`src/rtl/count_seq_if.sv`:
```
// Host-side control bundle for the event-counter sequencer.
// The host (master) drives commands and parameters; the sequencer (slave)
// returns counter controls, the shadow count and the status pulses.
interface count_seq_if #(
  parameter int WIDTH    = 3,
  parameter int ROUNDS_W = 4
) ();

  logic                start;
  logic                stop;
  logic                abort;
  logic [WIDTH-1:0]    mod_val;
  logic [ROUNDS_W-1:0] rounds;

  logic                cnt_en;
  logic                cnt_clr;
  logic [WIDTH-1:0]    count;
  logic                tc;
  logic                done;
  logic                busy;
  logic                err;

  modport master (
    output start, stop, abort, mod_val, rounds,
    input  cnt_en, cnt_clr, count, tc, done, busy, err
  );

  modport slave (
    input  start, stop, abort, mod_val, rounds,
    output cnt_en, cnt_clr, count, tc, done, busy, err
  );

endinterface

```
`src/rtl/count_seq_ctrl.sv`:
```
// Sequencer for the 3-bit event-counter datapath.
//
//   state | meaning
//   ------+---------------------------------------------------------------
//   IDLE  | waiting for a start with non-zero terminal value and rounds
//   RUN   | counting; cnt_en high, shadow count advances every edge
//   PAUSE | stopped by host; count and round counter hold
//   DONE  | last wrap taken; one-cycle done pulse, then back to IDLE
//
// Per-edge priority is abort > stop > start > count. All outputs are
// registered: the combinational block computes the next value of every
// output and the register block loads them together.
module count_seq_ctrl #(
  parameter int WIDTH    = 3,
  parameter int ROUNDS_W = 4
) (
  input  logic        clk,
  input  logic        res,
  count_seq_if.slave  bus
);

  localparam logic [1:0] IDLE  = 2'd0;
  localparam logic [1:0] RUN   = 2'd1;
  localparam logic [1:0] PAUSE = 2'd2;
  localparam logic [1:0] DONE  = 2'd3;

  logic [1:0]          state,      state_n;
  logic [WIDTH-1:0]    count_q,    count_n;
  logic [ROUNDS_W-1:0] round_cnt,  round_n;
  logic [WIDTH-1:0]    mod_lat,    mod_n;
  logic [ROUNDS_W-1:0] rounds_lat, rounds_n;
  logic                tc_q,       tc_n;
  logic                clr_q,      clr_n;
  logic                err_q,      err_n;
  logic                en_q,       en_n;
  logic                busy_q,     busy_n;
  logic                done_q,     done_n;

  logic [ROUNDS_W-1:0] round_inc;
  logic                param_ok;
  logic                at_wrap;

  assign round_inc = round_cnt + 1'b1;
  assign param_ok  = (bus.mod_val != '0) && (bus.rounds != '0);
  // The count never exceeds the latched terminal value, so equality is the wrap test.
  assign at_wrap   = (count_q == mod_lat);

  // Next-state and next-output computation for one clock edge.
  always_comb begin
    state_n  = state;
    count_n  = count_q;
    round_n  = round_cnt;
    mod_n    = mod_lat;
    rounds_n = rounds_lat;
    tc_n     = 1'b0;
    clr_n    = 1'b0;
    err_n    = 1'b0;

    if (bus.abort) begin
      state_n = IDLE;
      count_n = '0;
      round_n = '0;
      clr_n   = 1'b1;
    end else begin
      case (state)
        IDLE: begin
          if (bus.start) begin
            if (param_ok) begin
              state_n  = RUN;
              mod_n    = bus.mod_val;
              rounds_n = bus.rounds;
              count_n  = '0;
              round_n  = '0;
              clr_n    = 1'b1;
            end else begin
              err_n = 1'b1;
            end
          end
        end
        RUN: begin
          // A stop on the wrap edge wins; the wrap is taken after resume.
          if (bus.stop) begin
            state_n = PAUSE;
          end else if (at_wrap) begin
            count_n = '0;
            tc_n    = 1'b1;
            round_n = round_inc;
            if (round_inc == rounds_lat) begin
              state_n = DONE;
            end
          end else begin
            count_n = count_q + 1'b1;
          end
        end
        PAUSE: begin
          if (bus.start) begin
            state_n = RUN;
          end
        end
        DONE: begin
          state_n = IDLE;
        end
        default: begin
          state_n = IDLE;
        end
      endcase
    end

    en_n   = (state_n == RUN);
    busy_n = (state_n == RUN) || (state_n == PAUSE);
    done_n = (state_n == DONE);
  end

  // State, datapath shadow and registered outputs.
  always_ff @(posedge clk or negedge res) begin
    if (!res) begin
      state      <= IDLE;
      count_q    <= '0;
      round_cnt  <= '0;
      mod_lat    <= '0;
      rounds_lat <= '0;
      tc_q       <= 1'b0;
      clr_q      <= 1'b0;
      err_q      <= 1'b0;
      en_q       <= 1'b0;
      busy_q     <= 1'b0;
      done_q     <= 1'b0;
    end else begin
      state      <= state_n;
      count_q    <= count_n;
      round_cnt  <= round_n;
      mod_lat    <= mod_n;
      rounds_lat <= rounds_n;
      tc_q       <= tc_n;
      clr_q      <= clr_n;
      err_q      <= err_n;
      en_q       <= en_n;
      busy_q     <= busy_n;
      done_q     <= done_n;
    end
  end

  assign bus.cnt_en  = en_q;
  assign bus.cnt_clr = clr_q;
  assign bus.count   = count_q;
  assign bus.tc      = tc_q;
  assign bus.done    = done_q;
  assign bus.busy    = busy_q;
  assign bus.err     = err_q;

endmodule

```
`src/flat_wrapper.sv`:
```
// flat-port wrapper written by rule: the top's interface ports become plain ports
module count_seq_ctrl_flat 
#(
  parameter int WIDTH    = 3,
  parameter int ROUNDS_W = 4
)
  (clk, res, bus_start, bus_stop, bus_abort, bus_mod_val, bus_rounds, bus_cnt_en, bus_cnt_clr, bus_count, bus_tc, bus_done, bus_busy, bus_err);
  count_seq_if #(.WIDTH(WIDTH), .ROUNDS_W(ROUNDS_W)) bus_i ();
  input  logic clk;
  input  logic res;
  input wire logic [$bits(bus_i.start)-1:0] bus_start;
  input wire logic [$bits(bus_i.stop)-1:0] bus_stop;
  input wire logic [$bits(bus_i.abort)-1:0] bus_abort;
  input wire logic [$bits(bus_i.mod_val)-1:0] bus_mod_val;
  input wire logic [$bits(bus_i.rounds)-1:0] bus_rounds;
  output wire logic [$bits(bus_i.cnt_en)-1:0] bus_cnt_en;
  output wire logic [$bits(bus_i.cnt_clr)-1:0] bus_cnt_clr;
  output wire logic [$bits(bus_i.count)-1:0] bus_count;
  output wire logic [$bits(bus_i.tc)-1:0] bus_tc;
  output wire logic [$bits(bus_i.done)-1:0] bus_done;
  output wire logic [$bits(bus_i.busy)-1:0] bus_busy;
  output wire logic [$bits(bus_i.err)-1:0] bus_err;
  assign bus_i.start = bus_start;
  assign bus_i.stop = bus_stop;
  assign bus_i.abort = bus_abort;
  assign bus_i.mod_val = bus_mod_val;
  assign bus_i.rounds = bus_rounds;
  assign bus_cnt_en = bus_i.cnt_en;
  assign bus_cnt_clr = bus_i.cnt_clr;
  assign bus_count = bus_i.count;
  assign bus_tc = bus_i.tc;
  assign bus_done = bus_i.done;
  assign bus_busy = bus_i.busy;
  assign bus_err = bus_i.err;
  count_seq_ctrl #(.WIDTH(WIDTH), .ROUNDS_W(ROUNDS_W)) u_core (.clk(clk), .res(res), .bus(bus_i));
endmodule
```
`config.mk`:
```
export PLATFORM = sky130hd
export DESIGN_NAME = count_seq_ctrl_flat
export DESIGN_NICKNAME = d
export VERILOG_FILES = /design/src/rtl/count_seq_if.sv /design/src/rtl/count_seq_ctrl.sv /design/src/flat_wrapper.sv
export SDC_FILE = /design/constraint.sdc
export NUM_CORES = 1
export LEC_CHECK = 0
export BUFFER_PORTS_ARGS = -buffer_cell sky130_fd_sc_hd__buf_2
export CORE_ASPECT_RATIO = 1.5
export CORE_MARGIN = 2
export CORE_UTILIZATION = 50
export CTS_CLUSTER_DIAMETER = 120
export DETAILED_ROUTE_END_ITERATION = 16
export GPL_ROUTABILITY_DRIVEN = 0
export GPL_TIMING_DRIVEN = 0
export MAX_ROUTING_LAYER = met4
export PLACE_DENSITY = 0.82
export SETUP_SLACK_MARGIN = 0.02
export SYNTH_ARGS = -nofsm -noshare
export SYNTH_HDL_FRONTEND = slang
export SYNTH_SLANG_ARGS = --single-unit
```
`constraint.sdc`:
```
create_clock -name clk -period 2.6 [get_ports clk]
set_input_delay 0.13 -clock clk [delete_from_list [all_inputs] [get_ports clk]]
set_output_delay 0.13 -clock clk [all_outputs]
set_load 0.02 [all_outputs]
```
==> PnR_summary.wiki <==
{| class="wikitable"
! Metric !! Value
|-
| Crit path top cell by count || sky130_fd_sc_hd__ha_1
|-
| Setup repair after global routing missed its margin || false
|-
| Fraction of the cycle the final worst path needs || 71.9%
|-
| Result of the run || complete, no violations
|-
| Pre-CTS worst setup slack || 0.746 ns
|-
| Ordered list of cells on the worst path || ha_1, xor2_1, nor3_1, nand4_1, a31o_2, ha_1, inv_1
|-
| Via count || 769
|-
| Synth Flop Type || sky130_fd_sc_hd__dfrtp_1
|-
| Die X-Extent || 42.1 um
|-
| Library cells used by synthesis || 32
|-
| Data arrival time of the critical path || 2.08 ns
|-
| Sequential area share after synthesis || 50.6%
|-
| Number of top-level pins || 21
|-
| Synth Area in Compound Gates || 10.9%
|-
| Number of sinks handled by clock tree synthesis || 22
|-
| Port bufs || 19
|-
| Core Rows || 20
|-
| Final setup violating endpoints || 0
|-
| Worst-margin pin slew || 0.572 ns
|-
| Worst Reg-to-Reg Cells || 7
|-
| Sort of element at the start of the critical path || register
|-
| Cell family with most CP delay || adder cells
|-
| Post-route setup TNS || 0 ns
|-
| Starting utilization of the core area || 53.0%
|-
| Remaining Overflow, GRT || 0
|-
| Clock tree from TritonCTS || done
|-
| Maximum number of pins on one net before global-route repair || 23
|-
| Wire length per cell after detailed routing || 13.3 um
|-
| Root buffer cell || sky130_fd_sc_hd__clkbuf_4
|-
| Path type of the worst setup path || register to register
|-
| Number of warnings issued by yosys || 0
|-
| Hold slack || 0.0563 ns
|-
| Finished layout cell area || 1240 um^2
|-
| Fmax || 535 MHz
|-
| Placed Area || 1210 um^2
|-
| Share of layout cells above drive strength 1 || 31.3%
|-
| Wire length of the first global-routing pass || 3170 um
|-
| Worst setup path endpoint || u_core.bus.busy
|-
| Synthesized area || 1090 um^2
|-
| Global-route total usage across every layer || 17.0%
|-
| Antenna violations before repair || 0
|-
| Reg2reg setup slack || 0.73 ns
|-
| Post-Synth Adder-Cell Area || 4.60%
|-
| Maximum level of the CTS H-tree || 1
|-
| Post-Synth XOR/XNOR Area || 7.24%
|-
| Post-layout nets || 133
|-
| Placeable Area || 2050 um^2
|-
| Critical Path Stages || 7
|-
| Buffers & Inverters on Critical Path || 1
|-
| Per-cell via count in the routed design || 5.61
|-
| Synthesis-stage register bit count || 22
|-
| Drt total wl || 1820 um
|-
| Post-layout worst setup margin || 0.732 ns
|-
| Area Overhead vs Synth || 14.3%
|-
| Longest individual stage delay on the worst path || 0.45 ns
|-
| Critical Path RT || 2.82 ns
|-
| Critical Path End Type || register
|-
| Skew final || 0.00562 ns
|-
| Cell with the largest stage delay on the worst path || sky130_fd_sc_hd__dfrtp_1
|-
| DRC errors left || 0
|-
| Core occupancy in the finished layout || 60.6%
|-
| Reg2Reg Launch Point || u_core.round_cnt[0]
|-
| Leakage power || 0.000598 uW
|-
| Class of the tightest hold or removal check || primary input to register
|-
| Power per cell area || 574 nW/um^2
|-
| Proportion of synthesized area in mux cells || 7.24%
|-
| Reg2reg end || u_core.bus.busy
|-
| Ant. Diodes || 0
|-
| Worst-skew pair later-pin latency || 0.31 ns
|-
| Detailed-placement wirelength estimate || 1420 um
|-
| Largest fanout on the critical path || 5
|-
| Headroom to the max-slew limit || 61.6%
|-
| CTS buffer count || 3
|-
| Final min period || 1.87 ns
|-
| Number of flops mapped to enable cells by yosys || 0
|-
| Filler Cells Inserted || 177
|-
| Synthesized instance count || 92
|-
| Startpoint of the most critical setup path || u_core.round_cnt[0]
|-
| Proportion of synthesized flip-flops having asynchronous set or reset || 100%
|-
| Starting DRC count in detailed routing || 26
|-
| Post-Syn Area per Cell || 11.8 um^2
|-
| Vertical extent of the die || 61.1 um
|-
| Via count of the first global-routing pass || 753
|-
| Count of instances resized after the clock tree is built || 0
|-
| Clock slew seen by the registers of the worst setup and hold paths || 0.11 ns
|-
| Pre-Repair DR Iteration Count || 4
|-
| Max-slew violation count || 0
|-
| Post-Synth Simple-Gate Area || 17.0%
|-
| Combinational family with the most area after synthesis || simple AND/OR/NAND/NOR gates
|-
| Floorplan die area || 2570 um^2
|-
| Worst vdd ir || 0.355 mV
|-
| MaxCap Viol Count || 0
|-
| Hold Fails Final Rpt || 0
|-
| Maximum count of clock buffers along a single path || 2
|-
| Count of nets left with antenna violations after detail routing || 0
|-
| Synth Net Count || 108
|}
[worst min-delay path by stage]
stage / from / endpoint / slack, ns / cells after the start
finish: bus_mod_val[2] / u_core.mod_lat[2] / 0.06 / 2
detailed placement: res / u_core.bus.cnt_clr / 0.12 / 1
global route: bus_mod_val[0] / u_core.mod_lat[0] / 0.06 / 2
floorplan: res / u_core.bus.busy / -0.17 / 0
global placement: res / u_core.bus.cnt_clr / 0.11 / 1
CTS: bus_mod_val[0] / u_core.mod_lat[0] / 0.05 / 2
[synthesized netlist by cell type, types with 2 or more instances]
cell	count	area [um^2]
sky130_fd_sc_hd__xnor2_1	7	61.3
sky130_fd_sc_hd__nand4_1	2	12.5
sky130_fd_sc_hd__a211o_1	2	17.5
sky130_fd_sc_hd__mux2_2	7	78.8
sky130_fd_sc_hd__nor3b_1	2	15.0
sky130_fd_sc_hd__nand3b_1	2	15.0
sky130_fd_sc_hd__a31oi_1	2	12.5
sky130_fd_sc_hd__dfrtp_1	22	551
sky130_fd_sc_hd__nor3_1	2	10.0
sky130_fd_sc_hd__nand2_1	5	18.8
sky130_fd_sc_hd__nand3_1	2	10.0
sky130_fd_sc_hd__ha_1	4	50.1
sky130_fd_sc_hd__xor2_1	2	17.5
sky130_fd_sc_hd__nor3b_2	2	25.0
sky130_fd_sc_hd__a21oi_1	2	10.0
sky130_fd_sc_hd__nand2b_1	3	18.8
sky130_fd_sc_hd__inv_1	6	22.5
sky130_fd_sc_hd__o21ai_0	4	20.0
[cell type report]
class | instances | area (um^2) | area share, %
sequential | 22 | 551 | 44.3
tap | 22 | 27.5 | 2.21
clock buffer | 3 | 22.5 | 1.81
multi-input combinational | 63 | 512 | 41.1
timing repair buffer | 20 | 105 | 8.45
buffer | 1 | 3.75 | 0.302
inverter | 6 | 22.5 | 1.81
[through the flow]
step,std cells,power (uW)
after floorplan,92,525
after global placement,133,562
after detailed placement,133,570
after CTS,137,721
after global routing,137,755
final,137,713
[registers in the layout, indices dropped and copies added, names as in the netlist]
register	cells
u_core.round_cnt	4
u_core.rounds_lat	4
u_core.bus.count	3
u_core.mod_lat	3
u_core.state	2
u_core.bus.busy	1
u_core.bus.cnt_clr	1
u_core.bus.cnt_en	1
u_core.bus.done	1
u_core.bus.err	1
u_core.bus.tc	1
[layout by cell type, fill, tap and decap left out, types with 2 or more instances in the layout]
cell                       synthesis  routed
sky130_fd_sc_hd__nor3b_2           2       2
sky130_fd_sc_hd__mux2_2            7       7
sky130_fd_sc_hd__nand2b_1          3       3
sky130_fd_sc_hd__inv_1             6       6
sky130_fd_sc_hd__dfrtp_1          22      22
sky130_fd_sc_hd__xnor2_1           7       7
sky130_fd_sc_hd__nor3b_1           2       2
sky130_fd_sc_hd__nand3_1           2       2
sky130_fd_sc_hd__nand3b_1          2       2
sky130_fd_sc_hd__nand2_1           5       5
sky130_fd_sc_hd__buf_2             0      19
sky130_fd_sc_hd__a211o_1           2       2
sky130_fd_sc_hd__a31oi_1           2       2
sky130_fd_sc_hd__xor2_1            2       2
sky130_fd_sc_hd__nand4_1           2       2
sky130_fd_sc_hd__clkbuf_4          0       3
sky130_fd_sc_hd__o21ai_0           4       4
sky130_fd_sc_hd__nor3_1            2       2
sky130_fd_sc_hd__a21oi_1           2       2
sky130_fd_sc_hd__ha_1              4       4
[per-layer routing]
layer	up-vias	GRT usage, %	routed length [um]
li1	378	-	-
met1	368	18.9	768
met2	18	29.5	919
met3	5	2.64	88
met4	0	9.38	44
met5	-	-	0
[cell families after synthesis]
family	count (synthesis)
XOR/XNOR	9
AO/OA/AOI/OAI	15
buffers and inverters	7
flip-flops	22
multiplexers	7
adder cells (fa/ha/maj)	4
AND/OR/NAND/NOR	28
[report_power, final]
part	internal, uW	switching, uW
combinational	78.8	76.4
sequential	380	26.7
clock	54.3	96.8
[what timing repair did]
item / 4_1_cts / 5_1_grt
hold buffers: 1 / 0
hold endpoints to repair: 22 / 0
setup buffers: 0 / 0
Note: power is estimated with default switching activity, not from simulation.
